### src/rtl/atconv_sequencer.sv
// atconv_sequencer: control/address sequencer for the atrous-convolution engine.
//
// It walks the image pixel by pixel with a dilated 3x3 kernel. Out-of-range taps are
// clamped to the image edge, which gives replicate padding. For each pixel it issues
// nine tap strobes and then one layer-0 write. After the last pixel it runs 2x2
// stride-2 max-pool reads from layer 0 and writes each result to layer 1. The
// datapath is external and only follows the strobes produced here.
//
// Ports:
//   clk         rising-edge clock
//   reset       asynchronous, active-high reset
//   ready       image ready; sampled only in idle
//   busy        high from start until the end of the last layer-1 write
//   done        one-cycle pulse when the job completes
//   iaddr       image-ROM address {row, col}
//   tap_en      datapath accumulates idata * kernel[tap_sel]
//   tap_sel     kernel index 0..8, row-major
//   acc_clr     with tap_en: load instead of accumulate
//   cwr         layer memory write strobe
//   caddr_wr    layer memory write address
//   crd         layer memory read strobe (data valid next cycle)
//   caddr_rd    layer memory read address
//   csel        0 = layer 0, 1 = layer 1
//   pool_en     datapath captures cdata_rd into the max register
//   pool_first  with pool_en: load instead of max-compare
module atconv_sequencer #(
  parameter int unsigned IMG_LOG2 = 6,
  parameter int unsigned DIL      = 2
) (
  input  logic                  clk,
  input  logic                  reset,
  input  logic                  ready,
  output logic                  busy,
  output logic                  done,
  output logic [2*IMG_LOG2-1:0] iaddr,
  output logic                  tap_en,
  output logic [3:0]            tap_sel,
  output logic                  acc_clr,
  output logic                  cwr,
  output logic [2*IMG_LOG2-1:0] caddr_wr,
  output logic                  crd,
  output logic [2*IMG_LOG2-1:0] caddr_rd,
  output logic                  csel,
  output logic                  pool_en,
  output logic                  pool_first
);

  localparam int unsigned AW   = 2 * IMG_LOG2;        // pixel index width
  localparam int unsigned OW   = 2 * (IMG_LOG2 - 1);  // pool output index width
  localparam int          Side = 1 << IMG_LOG2;

  typedef enum logic [2:0] {
    StIdle,
    StConvTap,
    StWr0,
    StPoolRd,
    StPoolLast,
    StWr1,
    StDone
  } state_e;

  state_e          state_q, state_d;
  logic [AW-1:0]   pix_q, pix_d;
  logic [3:0]      tap_q, tap_d;
  logic [OW-1:0]   out_q, out_d;
  logic [1:0]      j_q, j_d;

  // Kernel row/col position (0..2) of the tap being presented next cycle.
  logic [1:0]      kr, kc;

  // Next values of the registered outputs.
  logic            busy_d, done_d, tap_en_d, acc_clr_d, cwr_d, crd_d, csel_d;
  logic            pool_en_d, pool_first_d;
  logic [3:0]      tap_sel_d;
  logic [AW-1:0]   iaddr_d, caddr_wr_d, caddr_rd_d;

  // Offsets a coordinate by -DIL, 0 or +DIL (k = 0, 1, 2) and clamps it to the image.
  function automatic logic [IMG_LOG2-1:0] clamp_off(input logic [IMG_LOG2-1:0] base,
                                                    input logic [1:0]          k);
    int v;
    v = int'(base);
    if (k == 2'd0) begin
      v = v - int'(DIL);
    end else if (k == 2'd2) begin
      v = v + int'(DIL);
    end
    if (v < 0) begin
      return '0;
    end
    if (v > Side - 1) begin
      return '1;
    end
    return IMG_LOG2'(v);
  endfunction

  // Next-state and counter logic.
  always_comb begin
    state_d = state_q;
    pix_d   = pix_q;
    tap_d   = tap_q;
    out_d   = out_q;
    j_d     = j_q;
    unique case (state_q)
      StIdle: begin
        if (ready) begin
          state_d = StConvTap;
          pix_d   = '0;
          tap_d   = '0;
        end
      end
      StConvTap: begin
        if (tap_q == 4'd8) begin
          state_d = StWr0;
        end else begin
          tap_d = tap_q + 4'd1;
        end
      end
      StWr0: begin
        tap_d = '0;
        if (pix_q == '1) begin
          state_d = StPoolRd;
          out_d   = '0;
          j_d     = '0;
        end else begin
          state_d = StConvTap;
          pix_d   = pix_q + AW'(1);
        end
      end
      StPoolRd: begin
        if (j_q == 2'd3) begin
          state_d = StPoolLast;
        end else begin
          j_d = j_q + 2'd1;
        end
      end
      StPoolLast: begin
        state_d = StWr1;
      end
      StWr1: begin
        j_d = '0;
        if (out_q == '1) begin
          state_d = StDone;
        end else begin
          state_d = StPoolRd;
          out_d   = out_q + OW'(1);
        end
      end
      StDone: begin
        state_d = StIdle;
      end
      default: begin
        state_d = StIdle;
      end
    endcase
  end

  always_comb begin
    if (tap_d >= 4'd6) begin
      kr = 2'd2;
      kc = 2'(tap_d - 4'd6);
    end else if (tap_d >= 4'd3) begin
      kr = 2'd1;
      kc = 2'(tap_d - 4'd3);
    end else begin
      kr = 2'd0;
      kc = tap_d[1:0];
    end
  end

  // Outputs are decoded from the next state so they register in step with it.
  always_comb begin
    busy_d       = (state_d != StIdle) && (state_d != StDone);
    done_d       = (state_d == StDone);
    tap_en_d     = (state_d == StConvTap);
    tap_sel_d    = tap_en_d ? tap_d : 4'd0;
    acc_clr_d    = tap_en_d && (tap_d == 4'd0);
    iaddr_d      = '0;
    if (tap_en_d) begin
      iaddr_d = {clamp_off(pix_d[AW-1:IMG_LOG2], kr), clamp_off(pix_d[IMG_LOG2-1:0], kc)};
    end
    cwr_d        = (state_d == StWr0) || (state_d == StWr1);
    csel_d       = (state_d == StWr1);
    caddr_wr_d   = '0;
    if (state_d == StWr0) begin
      caddr_wr_d = pix_d;
    end else if (state_d == StWr1) begin
      caddr_wr_d = AW'(out_d);
    end
    crd_d        = (state_d == StPoolRd);
    // Pool window: row = {pr, j[1]}, col = {pc, j[0]}.
    caddr_rd_d   = '0;
    if (crd_d) begin
      caddr_rd_d = {out_d[OW-1:IMG_LOG2-1], j_d[1], out_d[IMG_LOG2-2:0], j_d[0]};
    end
    // Read data lags the strobe by a cycle, so capture runs one cycle behind.
    pool_en_d    = (crd_d && (j_d != 2'd0)) || (state_d == StPoolLast);
    pool_first_d = crd_d && (j_d == 2'd1);
  end

  always_ff @(posedge clk or posedge reset) begin
    if (reset) begin
      state_q    <= StIdle;
      pix_q      <= '0;
      tap_q      <= '0;
      out_q      <= '0;
      j_q        <= '0;
      busy       <= 1'b0;
      done       <= 1'b0;
      iaddr      <= '0;
      tap_en     <= 1'b0;
      tap_sel    <= '0;
      acc_clr    <= 1'b0;
      cwr        <= 1'b0;
      caddr_wr   <= '0;
      crd        <= 1'b0;
      caddr_rd   <= '0;
      csel       <= 1'b0;
      pool_en    <= 1'b0;
      pool_first <= 1'b0;
    end else begin
      state_q    <= state_d;
      pix_q      <= pix_d;
      tap_q      <= tap_d;
      out_q      <= out_d;
      j_q        <= j_d;
      busy       <= busy_d;
      done       <= done_d;
      iaddr      <= iaddr_d;
      tap_en     <= tap_en_d;
      tap_sel    <= tap_sel_d;
      acc_clr    <= acc_clr_d;
      cwr        <= cwr_d;
      caddr_wr   <= caddr_wr_d;
      crd        <= crd_d;
      caddr_rd   <= caddr_rd_d;
      csel       <= csel_d;
      pool_en    <= pool_en_d;
      pool_first <= pool_first_d;
    end
  end

endmodule

### config.mk
export PLATFORM = sky130hd
export DESIGN_NAME = atconv_sequencer
export DESIGN_NICKNAME = d
export VERILOG_FILES = /design/src/rtl/atconv_sequencer.sv
export SDC_FILE = /design/constraint.sdc
export NUM_CORES = 1
export LEC_CHECK = 0
export ABC_CLOCK_PERIOD_IN_PS = 8800
export CAP_MARGIN = 5
export CORE_MARGIN = 2
export CORE_UTILIZATION = 60
export CTS_CLUSTER_DIAMETER = 100
export DETAILED_ROUTE_END_ITERATION = 10
export MAX_ROUTING_LAYER = met4
export PLACE_DENSITY = 0.95
export SYNTH_ARGS = -nofsm -noshare
export SYNTH_HDL_FRONTEND = slang
export SYNTH_SLANG_ARGS = --single-unit
### constraint.sdc
create_clock -name clk -period 8.8 [get_ports clk]
set_clock_uncertainty 0.2 [all_clocks]
set_input_delay 1.76 -clock clk [delete_from_list [all_inputs] [get_ports clk]]
set_output_delay 1.76 -clock clk [all_outputs]
set_load 0.005 [all_outputs]
==> results of run 1 <==
[synthesized netlist by cell type (2+ instances only)]
| cell type | instances | share of area [%] |
|---|---|---|
| o21ai_1 | 4 | 0.50 |
| nor2_1 | 35 | 3.2 |
| a31oi_4 | 2 | 1.1 |
| a22oi_2 | 2 | 0.62 |
| mux2_2 | 2 | 0.56 |
| or3_1 | 3 | 0.46 |
| and4_1 | 5 | 1.1 |
| o31a_1 | 3 | 0.65 |
| dfrtp_1 | 80 | 50 |
| a211oi_2 | 2 | 0.62 |
| inv_1 | 33 | 3.1 |
| a21o_1 | 7 | 1.3 |
| nand2_1 | 28 | 2.6 |
| nor3b_2 | 2 | 0.62 |
| nor3_1 | 10 | 1.2 |
| nand3b_1 | 3 | 0.56 |
| o2bb2ai_2 | 2 | 0.74 |
| or4_1 | 2 | 0.37 |
| nand3_1 | 11 | 1.4 |
| o21a_1 | 2 | 0.37 |
| and3_1 | 13 | 2.0 |
| inv_2 | 3 | 0.28 |
| clkbuf_1 | 8 | 0.74 |
| a41oi_1 | 2 | 0.43 |
| a31oi_1 | 8 | 1.2 |
| nor2b_1 | 6 | 0.93 |
| nand4_1 | 8 | 1.2 |
| a21oi_1 | 25 | 3.1 |
| buf_2 | 5 | 0.62 |
| o21ai_0 | 18 | 2.2 |
| ha_1 | 11 | 3.4 |
| a22oi_1 | 3 | 0.56 |
| nor3_2 | 5 | 1.2 |
| nand2b_1 | 3 | 0.46 |
| nand4b_1 | 2 | 0.43 |
| o22ai_1 | 13 | 2.0 |
| xnor2_1 | 5 | 1.1 |
[power by group]
group	leakage [nW]	switching (W)	internal (W)
logic	1.11	0.00000716	0.00000128
clock network	0.0862	0.000142	0.000105
registers	1.04	0	0.000367
total	2.24	0.000149	0.000473
[worst reg2reg max path: cells and delay by family, from the launching register on]
kind            cells  cell delay, ns
compound gates      5            1.34
simple gates        5            1.11
flops               1            0.77
xor+xnor            1            0.29
fa+ha+maj           1            0.28
buf+inv             1            0.18
[routing by layer]
layer  global-route usage, %  routed length [um]
met1                    34.7                3820
met2                    45.3                4750
met3                    5.20                 729
met4                    10.5                 229
met5                       -                   0
[how the worst max path moves through the flow]
stage / startpoint / endpoint / cells after the start
floorplan: ready / iaddr[4] / 12
global placement: ready / iaddr[4] / 13
detailed placement: ready / iaddr[3] / 13
CTS: ready / iaddr[3] / 13
global route: ready / iaddr[3] / 13
finish: ready / iaddr[3] / 13
[metrics by stage]
stage          total power, W  setup slack (ns)  hold WS, ns  instances
2_1_floorplan        0.000380              4.22        0.298        405
3_3_place_gp         0.000383              3.49        0.345        519
3_5_place_dp         0.000384              3.28        0.369        519
4_1_cts              0.000623              3.62        0.388        535
5_1_grt              0.000637              3.29        0.455        535
6_report             0.000622              3.57        0.398        535
[area by class of cell]
cell class | count | area (sq um)
clock buffer | 9 | 124
timing repair buffer | 52 | 518
multi-input combinational | 274 | 1830
inverter | 36 | 135
clock inverter | 7 | 55.1
fill | 420 | 1660
tap | 77 | 96.3
sequential | 80 | 2000
[state kept, by name (all words and copies together) (netlist names), 2 cells and up]
register,count
caddr_rd,12
caddr_wr,12
iaddr,12
j_q,2
out_q,10
pix_q,12
state_q,3
tap_q,4
tap_sel,4
[cells by family (layout without fill, tap and decap cells)]
logic type | Yosys count | in the layout | synth area share (%)
compound gates | 109 | 109 | 19.8
xor+xnor | 6 | 6 | 1.49
fa+ha+maj | 11 | 11 | 3.40
buf+inv | 51 | 104 | 5.17
flops | 80 | 80 | 49.5
mux | 3 | 3 | 0.804
simple gates | 145 | 145 | 19.9
==> results.cfg, run 1 <==
[clock_network]
clockBufferDepth = 2
clk_pin_slew_ns = 0.08
postCtsResizedCells = 0
postCtsSetupRepairBufs = 0
clk_latency_ns = 0.36
cts_tree = built
cts-hold-fix-buffers = 0
cts_buffers = 9
h-tree-depth = 3
cts_root_buffer = clkbuf_8
cts.sinks = 80

[cells_and_area]
utilization_pct = 74.2
nets = 467
postLayoutCellArea_sq_um = 4760
area_delta_synth_final_pct = 17.8
layout_commonest_cell = dfrtp_1
layout-drive-gt1-share_pct = 10.3
layout_common_cells = dfrtp_1 (80), clkdlybuf4s50_1 (51), nor2_1 (35)
diodes = 0

[min_path]
hold_start = out_q[1]
whs_path_depth = 2
hp-class = reg -> reg
whs_endpoint = out_q[1]

[pwr]
peakVddDrop_uv = 95.9
p_per_area_nw_per_um2 = 131
power.leakage_nw = 2.24

[setup_path]
cpMaxStageDelayCell = clkdlybuf4s50_1
reg2reg_from = state_q[0]
crit_chain = clkdlybuf4s50_1 -> nor2_1 -> a22oi_1 -> o22ai_1 -> inv_1 -> ha_1 -> a2111oi_2 -> a21bo_2 -> a21oi_4 -> xnor2_1 -> nand4_1 -> and4_1 -> nor3_2
worstPathArrival_ns = 5.32
cp.required_ns = 8.89
reg2reg_to = iaddr[3]
crit_family = compound AO/OA/AOI/OAI gates
crit_fanout = 6
worst-path-buf-inv = 2
rr_worst_depth = 13
slowest_delay_ns = 0.50
crit_path_start_kind = primary input
crit_type = in -> reg
end_kind = register
ff2ff_setup_slack_ns = 4.56

[logic_synthesis]
synth_nets = 419
netlist_area_sq_um = 4040
synth_ff_type = dfrtp_1
synth_edf_count = 0
ys_warn_count = 0
ys_async_sr_fraction_pct = 100
ys_seq_area_share_pct = 49.5
avgSynthCellArea_sq_um = 9.98
ys_ff_latch = 80
syn-instance-count = 405
ys_types = 66

[timing]
max_slew_margin_pct = 36.3
final-hold-violation-count = 0
min_period_ns = 5.23
finalCritPeriodShare_pct = 59.5
clock.fmax_ghz = 0.191
worstMarginPinSlew_ns = 0.955
slew_violations = 0
fin_tns_setup_ns = 0
setup_viol_count_final = 0
grt_setup_unrepaired = no

[route]
viasPerCell = 6.37
antenna_left = 0
initialDrtViolationCount = 315
drc_errors = 0
detail_route.wl_per_cell_um = 17.8
drtPass1Iterations = 5
vias = 3408
routed_wl_um = 9530

[die]
chipHeight_um = 86.1
core-area_sq_um = 6420
die_w_um = 86.1
num_io_pins = 52
start_util_pct = 63.0
die-area_sq_um = 7410
fp-row-count = 29

[job]
cap_violations = 0

[global_route]
grt_pass1_wl_um = 15500
grt-ovfl-total = 0
grt_usage_pct = 27.8
grt_max_degree = 81
grt_pass1_vias = 3208
antenna_found_initial = 0

[run_status]
status = finished, final reports clean

[placement]
io_buffers = 51
placed_cell_area_sq_um = 4580
gp_routability_congestion = 1.05
post-dp-hpwl_um = 6750
Power figures use the tool's default switching activity.
==> run 2: changes to the inputs <==
==> config.mk (replaced) <==
export PLATFORM = sky130hd
export DESIGN_NAME = atconv_sequencer
export DESIGN_NICKNAME = d
export VERILOG_FILES = /design/src/rtl/atconv_sequencer.sv
export SDC_FILE = /design/constraint.sdc
export NUM_CORES = 1
export LEC_CHECK = 0
export ABC_CLOCK_PERIOD_IN_PS = 4800
export CAP_MARGIN = 5
export CORE_MARGIN = 2
export CORE_UTILIZATION = 50
export CTS_CLUSTER_DIAMETER = 100
export DETAILED_ROUTE_END_ITERATION = 10
export MAX_ROUTING_LAYER = met4
export PLACE_DENSITY = 0.87
export SYNTH_ARGS = -nofsm -noshare
export SYNTH_HDL_FRONTEND = slang
export SYNTH_SLANG_ARGS = --single-unit
==> constraint.sdc (replaced) <==
create_clock -name clk -period 4.8 [get_ports clk]
set_clock_uncertainty 0.2 [all_clocks]
set_input_delay 0.96 -clock clk [delete_from_list [all_inputs] [get_ports clk]]
set_output_delay 0.96 -clock clk [all_outputs]
set_load 0.005 [all_outputs]
==> run 2 against run 1 <==
Compared with the run above: sequential power is 83% higher; count of clock-buffer cells in the layout is 1 higher; critical path type unchanged; cell area is 1.0% higher; hold slack better by 0.0044 ns; largest power group unchanged; sequential cell count stayed put.
==> results.cfg, run 2 (synthesized netlist as in run 1, its figures left out) <==
[timing]
slew_violations = 0
finalCritPeriodShare_pct = 86.4
max_slew_margin_pct = 40.8
worstMarginPinSlew_ns = 0.887
fin_tns_setup_ns = 0
setup_viol_count_final = 0
clock.fmax_ghz = 0.241
grt_setup_unrepaired = no
final-hold-violation-count = 0
hold_ws_ns = 0.403
min_period_ns = 4.15

[clock_network]
h-tree-depth = 3
cts_tree = built
cts_root_buffer = clkbuf_8
clockBufferDepth = 2
cts.sinks = 80
postCtsResizedCells = 0
postCtsSetupRepairBufs = 0
cts_buffers = 9
clk_pin_slew_ns = 0.08
clk_latency_ns = 0.36
cts-hold-fix-buffers = 0

[global_route]
grt_max_degree = 46
grt_pass1_vias = 3263
grt_pass1_wl_um = 15700
grt-ovfl-total = 0
grt_usage_pct = 23.4
antenna_found_initial = 0

[route]
drc_errors = 0
routed_wl_um = 9490
detail_route.wl_per_cell_um = 16.9
vias = 3441
drtPass1Iterations = 5
antenna_left = 0
initialDrtViolationCount = 269
viasPerCell = 6.12

[placement]
gp_routability_congestion = 0.990
post-dp-hpwl_um = 6810
io_buffers = 51

[setup_path]
crit_type = in -> reg
crit_path_start_kind = primary input
end_kind = register
crit_fanout = 6
cp.required_ns = 4.89
worstPathArrival_ns = 4.23

[die]
die_w_um = 93.9
chipHeight_um = 93.9
core-area_sq_um = 7770
start_util_pct = 52.1
num_io_pins = 52
die-area_sq_um = 8820
fp-row-count = 32

[cells_and_area]
nets = 469
layout_common_cells = dfrtp_1 (80), clkdlybuf4s50_1 (51), nor2_1 (35)
diodes = 0
layout-drive-gt1-share_pct = 10.7
area_delta_synth_final_pct = 19.0
layout_commonest_cell = dfrtp_1

[pwr]
switching_share_pct = 23.5
peakVddDrop_uv = 137
power.leakage_nw = 2.25
p_switching_w = 0.000269
pwr-share-comb_pct = 1.4
pwr-share-seq_pct = 58.7
power.share.clock_pct = 39.9
p_per_area_nw_per_um2 = 239
p_int_w = 0.000879

[run_status]
status = finished, final reports clean

[min_path]
hp-class = reg -> reg

[job]
cap_violations = 0
==> run 2: changes by cell type in the layout (fill, tap and decap cells not counted), sizes merged <==
cell / previous run / this run
buf: 1 / 3
clkbuf: 9 / 10
inv: 38 / 37
==> run 2: layout make-up <==
type | count | area [sq um]
clock buffers | 10 | 138
well taps | 102 | 128
inverters | 36 | 135
fillers | 634 | 2960
clock inverters | 6 | 42.5
flip-flops and latches | 80 | 2000
multi-input cells | 274 | 1830
repair buffers | 54 | 533
==> run 2: stage by stage <==
step,instance area (sq um),power [W],utilization (%),setup slack [ns],cells
finish,4810,0.00115,61.9,0.653,562
floorplan,4040,0.000697,-,1.02,405
global placement,4630,0.000704,59.6,0.538,546
detailed placement,4630,0.000704,59.6,0.415,546
CTS,4810,0.00115,61.9,0.727,562
global route,4810,0.00118,61.9,0.411,562
==> run 2: final timing paths <==
| check | depth (start not counted) | startpoint | to | slack (ns) |
|---|---|---|---|---|
| max reg2reg | 13 | tap_q[1] | iaddr[3] | 0.96 |
| min | 2 | out_q[1] | out_q[1] | 0.40 |
| max | 12 | ready | iaddr[3] | 0.65 |
| max in group asynchronous | 3 | reset | tap_sel[2] | 2.69 |
| min reg2reg | 2 | out_q[1] | out_q[1] | 0.40 |
| min in group asynchronous | 2 | reset | caddr_wr[2] | 0.90 |
==> run 2: worst max-delay path, stage by stage <==
cell and delay (ns):
clkdlybuf4s50_1 0.56, nor4b_1 0.12, a211oi_2 0.29, inv_1 0.16, ha_1 0.25, a2111oi_2 0.26, a21bo_2 0.29, a21oi_4 0.23
xnor2_1 0.29, nand4_1 0.33, and4_1 0.32, nor3_2 0.16
==> run 2: metal layers <==
layer / vias to the layer above / wire, um / track usage (%)
met3: 30 / 684 / 3.69
met5: - / 0 / -
li1: 1565 / - / -
met1: 1669 / 3980 / 31.8
met2: 177 / 4560 / 34.8
met4: 0 / 261 / 10.9
==> run 2: power groups by stage <==
stage	sequential [W]	clock, W	combinational [W]
global placement	0.000687	0	0.0000172
CTS	0.000673	0.000463	0.0000177
global route	0.000673	0.000487	0.0000197
finish	0.000673	0.000458	0.0000166
detailed placement	0.000687	0	0.0000177
floorplan	0.000687	0	0.0000104
==> edit 1 (settings of run 2) <==
`IMG_LOG2`: 6 -> 8.
--- a/src/rtl/atconv_sequencer.sv
+++ b/src/rtl/atconv_sequencer.sv
@@ -24,7 +24,7 @@
 //   pool_en     datapath captures cdata_rd into the max register
 //   pool_first  with pool_en: load instead of max-compare
 module atconv_sequencer #(
-  parameter int unsigned IMG_LOG2 = 6,
+  parameter int unsigned IMG_LOG2 = 8,
   parameter int unsigned DIL      = 2
 ) (
   input  logic                  clk,
Ports: changed (resized caddr_rd, caddr_wr and iaddr); port bits go from 52 to 64. No check against the original RTL was run, so the function may have changed too.
==> edit 1 against run 2 <==
  * Worst setup slack worse by 0.063 ns
  * Design area up 26%
  * Register-to-register slack worse by 0.09 ns
  * Routed wire length is 37% higher
  * Synthesized cell count grew 29%
  * Worst hold slack improved by 0.015 ns
  * Sequential cell count increased by 20
  * Non-clock buffer count up 19
  * Synthesized area grew 27%
  * Sequential power up 29%
  * First-iteration DRC count up 7.8%
  * Power is 34% higher
  * Clock power rose by 28%
  * Highest routed layer unchanged
==> edit 1: results (changes against run 2) <==
- Comb pwr share: 5.5% (+4.1 points)
- Mux cell area share after synthesis: 0.8057% (+0.0012 points)
- Yosys warns: 0 (unchanged)
- GR Util met1: 32.56% (+0.79 points)
- Register Area: 2502 µm² (+25%)
- Synth unique cells: 82 (+24%)
- Post-synthesis compound-gate area fraction: 19.80% (+0.029 points)
- CP peak stage delay: 0.62 ns (+0.06 ns)
- Status: finished, final reports clean
- DP Wirelength: 9254 µm (+36%)
- Area post-placement: 5869 µm² (+27%)
- I/O Buffers: 63 (+24%)
- Routed length on met1: 5644 µm (+42%)
- Rel. slew slack: 39.23% (-1.5 points)
- Global Route Usage Sum: 24.85% (+1.4 points)
- Total power: 1.535 mW (+34%)
- Leakage power: 2.664 nW (+18%)
- Switching Share: 25.06% (+1.6 points)
- Met3 Use GR: 4.453% (+0.76 points)
- Adder-Cell Fraction of Synth Area: 2.686% (-0.72 points)
- Via/cell ratio: 6.102 (-0.33%)
- Maximum vdd drop: 151.8 µV (+11%)
- Initial DRC Count: 290 (+7.8%)
- Crit-path slowest cell: or4_4
- WL met3: 796 µm (+16%)
- CP max FO: 7 (+1)
- Grt met2 use: 37.97% (+3.2 points)
- Seq pwr share: 56.3% (-2.4 points)
- Share of layout cells above drive strength 1: 9.847% (-0.80 points)
- Largest net degree at the start of global routing: 77 (+67%)
- First-pass GRT wire length: 21030 µm (+34%)
- Fillers: 760 (+20%)
- Top cells by count, synth: 100 x dfrtp_1, 46 x nand2_1, 38 x a21oi_1
- Largest cells by area after synthesis: dfrtp_1 49%, a21oi_1 3.7%, nand2_1 3.4%
- Share of synthesized registers carrying an async set or reset: 100.0% (unchanged)
- Number of global-route vias before repair: 4161 (+28%)
- Max layer used: met4
- Clock transition at the registers of the reported paths: 0.10 ns (+0.02 ns)
- Clk Latency, worst-skew pair: 0.39 ns (+0.03 ns)
- Met2 WL post-DR: 6187 µm (+36%)
- XOR/XNOR share of the synthesized area: 1.538% (+0.053 points)
- Nets: 598 (+28%)
- DR WL/cell: 17.94 µm (+6.3%)
- GP Congestion: 0.9162 (-7.5%)
- Mapped Nets: 537 (+28%)
- First-pass iteration count of the detailed router: 5 (unchanged)
- Seq/Total Area, Yosys: 48.83% (-0.68 points)
[edit 1: changes by cell type in the layout (fill, tap and decap cells not counted), sizes merged, moves of 5 or more]
cell | before | now
buf | 3 | 10
nor4 | 1 | 10
dfrtp | 80 | 100
nand3 | 11 | 19
nand2 | 28 | 46
a21oi | 26 | 40
clkdlybuf4s50 | 51 | 63
o22ai | 13 | 7
and2 | 1 | 12
a211oi | 2 | 7
o21ai | 22 | 33
[edit 1: worst max-delay path, delay by kind of cell]
kind	cells	cell delay, ns
AO/OA/AOI/OAI	8	1.61
AND/OR/NAND/NOR	2	1.03
buffers and inverters	1	0.47
adder cells (fa/ha/maj)	1	0.24
[edit 1: layout make-up]
cell class              instances  share of cell area [%]
clock buffers                  10                   2.262
clock inverters                 6                   1.275
inverters                      34                   2.139
multi-input cells             366                   38.86
flip-flops and latches        100                   41.13
well taps                     133                   2.735
repair buffers                 73                   11.60
[edit 1: final timing paths]
path                                       to               start  slack [ns]  cells past startpoint
setup reg to reg           iaddr[7]$_DFF_PP0_  tap_q[0]$_DFF_PP0_        0.87                     13
max in group asynchronous      done$_DFF_PP0_               reset        2.73                      3
hold / removal             out_q[4]$_DFF_PP0_  out_q[4]$_DFF_PP0_        0.42                      1
setup / recovery           iaddr[7]$_DFF_PP0_               ready        0.59                     12
min in group asynchronous  iaddr[6]$_DFF_PP0_               reset        0.91                      2
hold reg to reg            out_q[4]$_DFF_PP0_  out_q[4]$_DFF_PP0_        0.42                      1
[edit 1: per-stage QoR]
step,cells,setup slack (ns)
global placement,706,0.2830
CTS,722,0.6064
detailed placement,706,0.2004
finish,722,0.5901
floorplan,523,0.7968
global route,722,0.3571
==> edit 2 (config.mk and constraints of run 2) <==
Without the edit above. Make the reset (`reset`) synchronous in one clocked block. Comments in the files are not updated.
--- a/src/rtl/atconv_sequencer.sv
+++ b/src/rtl/atconv_sequencer.sv
@@ -197,7 +197,7 @@
     pool_first_d = crd_d && (j_d == 2'd1);
   end
 
-  always_ff @(posedge clk or posedge reset) begin
+  always_ff @(posedge clk) begin
     if (reset) begin
       state_q    <= StIdle;
       pix_q      <= '0;
Formal check against the unedited RTL: differs if reset is asserted again (counterexample within 4 cycles, from zero or initial values and one cycle with reset high); with reset held inactive, the same outputs for 10 cycles.
==> edit 2 against run 2 <==
  * Worst setup slack improved by 0.037 ns
  * Synthesized area fell by 6.1%
  * Sequential cell count did not move
  * Routed wire length rose by 1.4%
  * Design area fell by 3.1%
  * Critical path type unchanged
  * Largest cell class is now multi-input combinational cells
  * Highest routed layer unchanged
Power is not compared: it rests on default switching activity, and its combinational part moved more than twofold at a synthesized area within 25%.
==> edit 2: results (changes against run 2) <==
- Share of layout cells above drive strength 1: 8.151% (-2.5 points)
- GP Congestion: 0.9438 (-4.7%)
- Leakage power: 1.812 nW
- Share of synthesized registers carrying an async set or reset: 0% (-100 points)
- Initial DRC Count: 317 (+18%)
- XOR/XNOR share of the synthesized area: 1.383% (-0.10 points)
- CP peak stage delay: 0.58 ns (+0.02 ns)
- Clock buffer depth: 2 (unchanged)
- Seq group: 0.674 mW
- First-pass GRT wire length: 16370 µm (+4.1%)
- CTS resizes: 0 (unchanged)
- Status: finished, final reports clean
- Reg2reg setup slack: 1.00 ns (+0.04 ns)
- Via/cell ratio: 5.910 (-3.5%)
- Worst EP arrival: 4.17 ns (-0.06 ns)
- DR WL/cell: 15.99 µm (-5.3%)
- Tightest Hold Check Type: register to register
- Largest cells by area after synthesis: dfxtp_1 42%, nor2_1 6.6%, a21oi_1 4.5%
- Post-Syn Instances: 446 (+10%)
- CP top delay family: compound AO/OA/AOI/OAI gates
- Number of global-route vias before repair: 3342 (+2.4%)
- Yosys warns: 0 (unchanged)
- Top cells by count, synth: 80 x dfxtp_1, 67 x nor2_1, 34 x a21oi_1
- RR Startpoint: tap_q[0]$_SDFF_PP0_
- DP Wirelength: 7078 µm (+3.9%)
- Nets: 512 (+9.2%)
- Adder-Cell Fraction of Synth Area: 3.623% (+0.22 points)
- Largest net degree at the start of global routing: 37 (-20%)
- Mapped Nets: 460 (+9.8%)
- R2r worst-path depth: 13 (unchanged)
- Post-synthesis compound-gate area fraction: 23.75% (+4.0 points)
- Fillers: 658 (+3.8%)
- Global Route Usage Sum: 25.10% (+1.7 points)
- Seq/Total Area, Yosys: 42.16% (-7.3 points)
- CP max FO: 8 (+2)
- Synth unique cells: 70 (+6.1%)
- Area post-placement: 4409 µm² (-4.8%)
- Synth Flop Type: dfxtp_1
- Worst-Margin Slew: 0.8102 ns (-0.07726 ns)
- # placed instances: 586 (+7.3%)
- Clock buffer count from CTS: 9 (unchanged)
- CTS HTree Levels: 3 (unchanged)
- Crit path kind: input pin to register
- Critical R2R Capture: iaddr[3]$_SDFF_PP0_
- Routed wire length: 9623 µm (+1.4%)
- Post-CTS Setup Inserts: 0 (unchanged)
- Crit-path slowest cell: a221oi_2
- I/O Buffers: 51 (unchanged)
- Mux cell area share after synthesis: 0.5270% (-0.28 points)
- First-pass iteration count of the detailed router: 5 (unchanged)
[edit 2: cell count changes after synthesis, moves of 4 or more]
| cell | delta |
|---|---|
| clkbuf_1 | +4 |
| and3_1 | -7 |
| dfrtp_1 | -80 |
| a21oi_1 | +9 |
| inv_1 | -4 |
| dfxtp_1 | +80 |
| and2_1 | +4 |
| nor2_1 | +32 |
| a31oi_1 | +4 |
[edit 2: cell type report]
cell class	count	area, µm²	share of cell area [%]
inverter	29	108.9	2.336
sequential	80	1602	34.37
timing repair buffer	58	563.0	12.08
clock inverter	7	126.4	2.712
tap	99	123.9	2.658
multi-input combinational	320	2012	43.18
clock buffer	9	123.9	2.658
[edit 2: metrics by stage]
| step | power (mW) | setup WS (ns) |
|---|---|---|
| final | 1.373 | 0.6892 |
| after global routing | 1.425 | 0.4282 |
| after CTS | 1.380 | 0.7044 |
| after detailed placement | 0.7722 | 0.3453 |
| after global placement | 0.7694 | 0.5672 |
| after floorplan | 0.7445 | 1.279 |
[edit 2: worst min-delay path by stage]
stage	start	end	slack (ns)	cells after the start
after floorplan	out_q[9]$_SDFF_PP0_	caddr_rd[11]$_SDFF_PP0_	0.31	2
after global placement	out_q[9]$_SDFF_PP0_	out_q[9]$_SDFF_PP0_	0.36	2
final	out_q[8]$_SDFF_PP0_	caddr_rd[10]$_SDFF_PP0_	0.40	2
after global routing	out_q[9]$_SDFF_PP0_	caddr_rd[11]$_SDFF_PP0_	0.46	2
after CTS	out_q[8]$_SDFF_PP0_	caddr_rd[10]$_SDFF_PP0_	0.40	2
after detailed placement	out_q[8]$_SDFF_PP0_	caddr_rd[10]$_SDFF_PP0_	0.38	2
[edit 2: per-layer routing]
metal / global-route usage, % / share of wire (%)
met5: - / 0
met1: 31.47 / 42
met2: 40.37 / 47
met4: 6.818 / 2.2
met3: 6.473 / 8.1
